`src/rtl/inv_sub_bytes.sv`:
```
`default_nettype none
// +--------------------------------------------------------------------------+
// | Module      : inv_sub_bytes                                              |
// | Description : AES InvSubBytes engine. Latches a 128-bit state, then      |
// |               substitutes WORDS_PER_CYCLE 32-bit words per cycle through |
// |               the FIPS-197 inverse S-box (word 0 first). Valid/ready     |
// |               handshake on both sides.                                   |
// | Revision    : 1.0 - initial release                                      |
// +--------------------------------------------------------------------------+
// | Ports                                                                    |
// |   clk        in   1    rising-edge clock                                 |
// |   rst_n      in   1    asynchronous active-low reset                     |
// |   fwd        in   1    (optional) 1 = forward S-box, 0 = inverse         |
// |   in_valid   in   1    state_in valid                                    |
// |   in_ready   out  1    ready to accept a state (IDLE)                    |
// |   state_in   in   128  input state, word k = [32k+31:32k]                |
// |   out_valid  out  1    state_out holds a finished result (DONE)          |
// |   out_ready  in   1    downstream accepts state_out                      |
// |   state_out  out  128  substituted state, same layout                    |
// |   busy       out  1    substitution in progress (RUN)                    |
// | Macro                                                                    |
// |   INV_SUB_BYTES_FWD_MODE_EN : adds the fwd port and the forward S-box.   |
// +--------------------------------------------------------------------------+
module inv_sub_bytes #(
  parameter int WORDS_PER_CYCLE = 1
) (
  input  logic         clk,
  input  logic         rst_n,
`ifdef INV_SUB_BYTES_FWD_MODE_EN
  input  logic         fwd,
`endif
  input  logic         in_valid,
  output logic         in_ready,
  input  logic [127:0] state_in,
  output logic         out_valid,
  input  logic         out_ready,
  output logic [127:0] state_out,
  output logic         busy
);

  if (!(WORDS_PER_CYCLE == 1 || WORDS_PER_CYCLE == 2 || WORDS_PER_CYCLE == 4)) begin : g_param_check
    $error("inv_sub_bytes: WORDS_PER_CYCLE must be 1, 2 or 4");
  end

  localparam logic [1:0] C_LAST_CNT = 2'(4 - WORDS_PER_CYCLE);
  localparam logic [1:0] C_CNT_STEP = 2'(WORDS_PER_CYCLE);

  typedef enum logic [1:0] {
    IDLE = 2'd0,
    RUN  = 2'd1,
    DONE = 2'd2
  } state_e;

  // GF(2^8) multiply modulo x^8+x^4+x^3+x+1.
  function automatic logic [7:0] gf_mul(input logic [7:0] a, input logic [7:0] b);
    logic [7:0] acc;
    logic [7:0] sh;
    acc = 8'h00;
    sh  = a;
    for (int i = 0; i < 8; i++) begin
      if (b[i]) acc = acc ^ sh;
      sh = sh[7] ? ({sh[6:0], 1'b0} ^ 8'h1b) : {sh[6:0], 1'b0};
    end
    return acc;
  endfunction

  // Multiplicative inverse as x^254; maps 0 to 0 as AES requires.
  function automatic logic [7:0] gf_inv(input logic [7:0] x);
    logic [7:0] r;
    logic [7:0] p;
    r = 8'h01;
    p = x;
    for (int i = 0; i < 8; i++) begin
      if (i != 0) r = gf_mul(r, p);  // 254 = 0b11111110
      p = gf_mul(p, p);
    end
    return r;
  endfunction

  function automatic logic [7:0] rotl8(input logic [7:0] b, input int k);
    logic [15:0] t;
    t = {b, b} << k;
    return t[15:8];
  endfunction

  function automatic logic [7:0] inv_sbox(input logic [7:0] y);
    logic [7:0] a;
    a = rotl8(y, 1) ^ rotl8(y, 3) ^ rotl8(y, 6) ^ 8'h05;
    return gf_inv(a);
  endfunction

`ifdef INV_SUB_BYTES_FWD_MODE_EN
  function automatic logic [7:0] fwd_sbox(input logic [7:0] x);
    logic [7:0] b;
    b = gf_inv(x);
    return b ^ rotl8(b, 1) ^ rotl8(b, 2) ^ rotl8(b, 3) ^ rotl8(b, 4) ^ 8'h63;
  endfunction
`endif

  state_e         state_q, state_d;
  logic [1:0]     cnt_q, cnt_d;
  logic [127:0]   in_state_q, in_state_d;
  logic [127:0]   out_state_q, out_state_d;
`ifdef INV_SUB_BYTES_FWD_MODE_EN
  logic           fwd_q, fwd_d;
`endif

  logic [31:0]    w_sub [WORDS_PER_CYCLE];

  // One substitution lane per word handled in a cycle; lane l works on
  // word cnt+l of the latched state.
  for (genvar l = 0; l < WORDS_PER_CYCLE; l++) begin : g_lane
    logic [1:0]  w_idx;
    logic [31:0] w_src;
    logic [31:0] w_res;
    assign w_idx = cnt_q + 2'(l);
    assign w_src = in_state_q[{w_idx, 5'd0} +: 32];
    for (genvar b = 0; b < 4; b++) begin : g_byte
`ifdef INV_SUB_BYTES_FWD_MODE_EN
      assign w_res[8*b +: 8] = fwd_q ? fwd_sbox(w_src[8*b +: 8]) : inv_sbox(w_src[8*b +: 8]);
`else
      assign w_res[8*b +: 8] = inv_sbox(w_src[8*b +: 8]);
`endif
    end
    assign w_sub[l] = w_res;
  end

  always_comb begin
    state_d     = state_q;
    cnt_d       = cnt_q;
    in_state_d  = in_state_q;
    out_state_d = out_state_q;
`ifdef INV_SUB_BYTES_FWD_MODE_EN
    fwd_d       = fwd_q;
`endif
    unique case (state_q)
      IDLE: begin
        if (in_valid) begin
          in_state_d = state_in;
`ifdef INV_SUB_BYTES_FWD_MODE_EN
          fwd_d      = fwd;
`endif
          cnt_d      = 2'd0;
          state_d    = RUN;
        end
      end
      RUN: begin
        for (int l = 0; l < WORDS_PER_CYCLE; l++) begin
          out_state_d[{cnt_q + 2'(l), 5'd0} +: 32] = w_sub[l];
        end
        if (cnt_q == C_LAST_CNT) begin
          cnt_d   = 2'd0;
          state_d = DONE;
        end else begin
          cnt_d   = cnt_q + C_CNT_STEP;
        end
      end
      DONE: begin
        if (out_ready) state_d = IDLE;
      end
      default: state_d = IDLE;
    endcase
  end

  always_ff @(posedge clk or negedge rst_n) begin
    if (!rst_n) begin
      state_q     <= IDLE;
      cnt_q       <= 2'd0;
      in_state_q  <= '0;
      out_state_q <= '0;
`ifdef INV_SUB_BYTES_FWD_MODE_EN
      fwd_q       <= 1'b0;
`endif
    end else begin
      state_q     <= state_d;
      cnt_q       <= cnt_d;
      in_state_q  <= in_state_d;
      out_state_q <= out_state_d;
`ifdef INV_SUB_BYTES_FWD_MODE_EN
      fwd_q       <= fwd_d;
`endif
    end
  end

  assign in_ready  = (state_q == IDLE);
  assign busy      = (state_q == RUN);
  assign out_valid = (state_q == DONE);
  assign state_out = out_state_q;

endmodule
`default_nettype wire
```
`config.mk`:
```
export PLATFORM = sky130hd
export DESIGN_NAME = inv_sub_bytes
export DESIGN_NICKNAME = d
export VERILOG_FILES = /design/src/rtl/inv_sub_bytes.sv
export SDC_FILE = /design/constraint.sdc
export NUM_CORES = 2
export LEC_CHECK = 0
export CAP_MARGIN = 20
export CORE_MARGIN = 2
export CORE_UTILIZATION = 40
export DETAILED_ROUTE_END_ITERATION = 10
export SKIP_CTS_REPAIR_TIMING = 1
export SKIP_LAST_GASP = 1
export SYNTH_ARGS = -nofsm -noshare
export SYNTH_HDL_FRONTEND = slang
export SYNTH_SLANG_ARGS = --single-unit
```
`constraint.sdc`:
```
create_clock -name clk -period 25.9 [get_ports clk]
set_clock_uncertainty 0.1 [all_clocks]
set_input_delay 5.18 -clock clk [delete_from_list [all_inputs] [get_ports clk]]
set_output_delay 5.18 -clock clk [all_outputs]
set_load 0.005 [all_outputs]
```
After elaboration in Yosys (flattened, before gate mapping)
Index checks and enable logic that the tools add are counted.

operators by class
  add/sub/neg operators = 2
  reductions and logical operators = 5
  magnitude comparators = 0
  multipliers = 0
  div/mod/pow operators = 0
  multiplexer cells = 820
  shift operators = 3
  bitwise logic cells = 768
  eq/ne operators = 6

operator list
  operator                                                count
  two-way mux 8 bit                                       420
  XOR 8 bit                                               372
  two-way mux 5 bit                                       368
  inverter 4 bit                                          364
  bitwise mux 128 bit                                     1
  variable shift 32 x 9 -> 128 bit, first input constant  1
  variable part select 128 x 8 -> 32 bit                  1
  variable part select 32 x 9 -> 128 bit                  1
  two-way mux 7 bit                                       4
  inverter 1 bit, first input constant                    28
  two-way mux 6 bit                                       4
  two-way mux 2 bit                                       9
  two-way mux 4 bit                                       4
  two-way mux 3 bit                                       4
  negation 7 -> 9 bit                                     1
  inverter 2 bit                                          4
  case mux 2 bit (3 select lines)                         1
  equality test 2 bit, second input constant              2
  two-way mux 1 bit                                       4
  != test 2 x 1 -> 1 bit, second input constant           2
  case mux 2 bit (2 select lines)                         1
  AND reduction 2 bit                                     2
  AND reduction 3 bit                                     1
  adder 2 x 1 -> 2 bit, second input constant             1
  other kinds (4)                                         4

word-level totals
  bits in latches = 0
  RAM bits = 0
  input port bits = 132
  logic and storage cells = 1,608
  memory bits (read-only) = 0
  flip-flop bits (word level) = 260
  memories kept = 0

Depth between registers and ports, before layout
  depth in word-level cells = 133
  gate-level depth with buffers = 74
  gate-level depth less buffers = 62

Least setup slack after synthesis
No wires, ideal clock.

  path kind = reg-to-reg
  from = reg cnt_q[0]
  to = reg out_state_q[0], in the netlist state_out[0]
  clock period less this slack = 16.402 ns
  data required time = 25.679 ns
  slack = 9.498 ns
  arrival = 16.181 ns
  stages on the path, launching flop included = 73
  path through = dfrtp_1 > buf_6 > mux4_2 > buf_4 > xnor2_4 > xnor2_2 > inv_2 > buf_2 > ha_1 > buf_1 > nand2_1 > xnor2_1 > inv_1 > clkbuf_1 > clkbuf_1 > ha_1 > clkbuf_1 > inv_1 > [... 37 more ...] > mux2i_1 > xnor2_1 > mux4_2 > xor2_1 > buf_2 > nand2_1 > xnor2_1 > mux2i_1 > mux2i_1 > xor2_1 > o21ai_1 > xnor2_1 > o21ai_0 > xnor2_1 > xnor2_1 > o21ai_0 > xnor2_1 > a22o_1

on the way
  word-level cells in the longest chain between the ends = 129
  elaborated cells between the ends (all ways) = 1,557

RTL lines
  element                                 line  text
  from (decl)                             101   logic [1:0] cnt_q, cnt_d;
  from (signal assigned)                  176   cnt_q <= cnt_d;
  variable part select 128 x 8 -> 32 bit  117   assign w_src = in_state_q[{w_idx, 5'd0} +: 32];
  XOR 8 bit (2 in a row)                  88    a = rotl8(y, 1) ^ rotl8(y, 3) ^ rotl8(y, 6) ^ 8'h05;
  inverter 2 bit (no source line)         --
  two-way mux 8 bit                       61    if (b[i]) acc = acc ^ sh;
  XOR 8 bit                               61
  two-way mux 8 bit                       61
  XOR 8 bit                               61
  two-way mux 8 bit                       61
  [... 112 more ...]                      --
  XOR 8 bit                               61
  two-way mux 8 bit                       61
  XOR 8 bit                               61
  two-way mux 8 bit                       61
  XOR 8 bit                               61
  two-way mux 8 bit                       61
  variable part select 32 x 9 -> 128 bit  149   out_state_d[{cnt_q + 2'(l), 5'd0} +: 32] = w_sub[l];
  bitwise mux 128 bit *                   149
  to (signal assigned)                    178   out_state_q <= out_state_d;
  to (decl)                               103   logic [127:0] out_state_q, out_state_d;

Every way passes the cells marked *; elsewhere a longest branch is shown, timed or not.
A chain may end at the register's enable or synchronous reset.

Worst setup path after layout
  from = reg cnt_q[0]
  to = reg out_state_q[32], in the netlist state_out[32]

Same word-level chain as after synthesis.

==> impl_metrics.json <==
{
  "clk_path_buf_depth": 3,
  "reg2regPathDepth": 65,
  "end_kind": "register",
  "rsz0062_at_grt": "false",
  "whs_path_depth": 2,
  "tns_ps": 0,
  "antenna_found_initial": 4,
  "post_synth_inst_count": 9073,
  "yosysSeqAreaShare_pct": 9.53,
  "place_inst": 11200,
  "max-cap-violations": 0,
  "cts_buffers": 27,
  "first_iter_violations": 5819,
  "status": "finished, final reports clean",
  "drc": 0,
  "hold_viol_final": 0,
  "cts_tree": "yes",
  "track_usage_pct": 23.3,
  "critPathLaunchType": "register",
  "drt_pass1_iterations": 6,
  "dpl.hpwl_um": 153000,
  "detail-route-antenna-nets": 0,
  "crit_top_cell": "xnor2_1",
  "worst_slew_pin_slew_ps": 1210,
  "area_growth_pct": 7.84,
  "clock_latency_ps": 600,
  "rr_endpoint": "state_out[32]",
  "synth_top_cells_by_count": "xnor2_1, nor2_1, nand2_1",
  "worstSetupPathType": "reg2reg",
  "clock-sinks": 260,
  "clkTransAtPathRegs_ps": 70,
  "instances_no_fill": 11300,
  "synth.cell_area_mm2": 0.0682,
  "finalWeightedCongestion": 0.935,
  "critical_path.max_stage_delay_ps": 820,
  "post_drt_wl_per_cell_um": 18.7,
  "synth_top_area_share_pct": 22.2,
  "initial_core_util_pct": 40.3,
  "synth.most_common_cell": "xnor2_1",
  "slew_violations": 0,
  "r2r-start": "cnt_q[0]",
  "h-tree-depth": 1,
  "ios": 263,
  "ys_ff_latch": 260,
  "synthesis.nets": 9239,
  "min-delay-path-class": "reg2reg",
  "setup_violations": 0,
  "coreArea_mm2": 0.169,
  "grt_max_degree": 97,
  "min_from": "in_state_q[41]",
  "grt_pass1_wl_um": 339000,
  "viasPerCell": 5.68,
  "die_w_um": 417,
  "met2_usage_pct": 40.1,
  "grt_pass1_vias": 60700,
  "yosys.area.top_type": "xnor2_1",
  "r2r_setup_slack_ps": 5980,
  "postLayoutCoreUtil_pct": 43.4,
  "slowest_stage": "mux4_2",
  "cp_data_arrival_time_ps": 20350,
  "grt_util_met1_pct": 31.5,
  "avgSynthCellArea_um2": 7.52,
  "fin_crit_ps": 19920,
  "fmax_mhz": 50.2,
  "post-route-period-util_pct": 76.9,
  "postSynth.asyncResetShare_pct": 100,
  "synth_cell_type_count": 150,
  "clock-root-buffer": "clkbuf_16",
  "vias": 64000,
  "stdcell_area_mm2": 0.0736,
  "synth_ff_type": "dfrtp_1",
  "postRouteWirelength_um": 211000,
  "ys_warn_count": 0,
  "layout-drive-gt1-share_pct": 9.23,
  "die_area_mm2": 0.174,
  "min_delay_worst_endpoint": "in_state_q[41]",
  "crit_buf_inv": 8,
  "met3_usage_pct": 0.855,
  "required_ps": 26330,
  "gr-total-overflow": 0,
  "die_y_um": 417,
  "synth_edf_count": 0,
  "synth.area.top_cells": "xnor2_1, dfrtp_1, nor2_1",
  "crit_fanout": 31,
  "rows": 151,
  "max_slew_margin_pct": 19.2,
  "port_buffers": 262,
  "nNetsFinal": 9193,
  "busiest_layer": "met2",
  "crit_family": "XOR/XNOR gates",
  "dpl_cell_area_mm2": 0.0725
}
## kinds of logic (layout without fill, tap and decap cells)
kind of cell	after synthesis	count (layout)	share of synthesized area, %
adder cells (fa/ha/maj)	43	43	0.757
buffers and inverters	704	679	5.60
XOR/XNOR	2577	2577	40.1
multiplexers	297	297	5.24
flip-flops	260	260	9.53
other	0	4	0
AND/OR/NAND/NOR	3368	3368	21.4
AO/OA/AOI/OAI	1824	1824	17.4
## placed cells by master, fill, tap and decap left out, types with 36 or more instances in the layout
| cell type | synthesis | routed |
|---|---|---|
| and2_1 | 39 | 38 |
| or3_1 | 37 | 37 |
| a221oi_1 | 37 | 37 |
| a21oi_1 | 393 | 393 |
| buf_4 | 34 | 261 |
| dfrtp_1 | 260 | 258 |
| nor2_1 | 1256 | 1256 |
| o22ai_1 | 121 | 121 |
| xnor2_1 | 1730 | 1685 |
| clkdlybuf4s50_1 | 0 | 261 |
| nor4_1 | 38 | 38 |
| a211oi_1 | 73 | 73 |
| xor2_1 | 447 | 439 |
| inv_1 | 72 | 72 |
| mux2i_1 | 209 | 209 |
| mux4_2 | 36 | 36 |
| nor3_1 | 219 | 219 |
| nor2b_1 | 69 | 69 |
| a22o_1 | 44 | 44 |
| o21ai_0 | 455 | 453 |
| a22oi_1 | 50 | 50 |
| xor2_2 | 29 | 37 |
| o21ai_1 | 76 | 78 |
| nand2b_1 | 50 | 50 |
| xnor2_2 | 134 | 178 |
| mux2_2 | 40 | 40 |
| o211ai_1 | 81 | 81 |
| xnor3_1 | 143 | 143 |
| nand2_1 | 1233 | 1228 |
| a31oi_1 | 70 | 70 |
| and3_1 | 36 | 36 |
| nand3_1 | 201 | 201 |
## state kept, by name, indices dropped and copies added, names as in the netlist
register and cells:
cnt_q 2, in_state_q 128, state_out 128, state_q 2
## area by class of cell
class	count	area, µm²
Clock buffer	37	733
Clock inverter	13	141
Tap cell	2218	2780
Multi-Input combinational cell	8109	58400
Antenna cell	4	10.0
Timing Repair Buffer	530	4700
Sequential cell	260	6510
Fill cell	16900	95900
Inverter	99	374
## through the flow
stage	hold WS [ps]	worst slack, ps
after detailed placement	354	5880
after global placement	354	6150
after floorplan	337	9500
after global routing	392	4160
final	367	5980
after CTS	369	5850
## metal layers
| metal | up-vias | part of all wire [%] | wire length, µm |
|---|---|---|---|
| met1 | 30800 | 44 | 93100 |
| met4 | 0 | 3.2 | 6810 |
| met5 | - | 0 | 0 |
| met2 | 2021 | 48 | 102000 |
| met3 | 291 | 4.5 | 9510 |
| li1 | 31000 | - | - |
## worst min-delay path: stages (launching register included)
cell,delay (ps)
dfrtp_1,330
nand2_1,50
nand2_1,60
## worst max-delay path by stage
stage / from / slack [ps] / end / cells past startpoint
4_1_cts: cnt_q[0] / 5850 / state_out[11] / 63
3_3_place_gp: cnt_q[0] / 6150 / state_out[11] / 63
6_report: cnt_q[0] / 5980 / state_out[32] / 65
5_1_grt: cnt_q[0] / 4160 / state_out[0] / 64
3_5_place_dp: cnt_q[0] / 5880 / state_out[75] / 63
2_1_floorplan: cnt_q[0] / 9500 / state_out[0] / 72
Power is not shown: default switching activity piles up to over one toggle a cycle in this logic, so the estimate is an artifact.
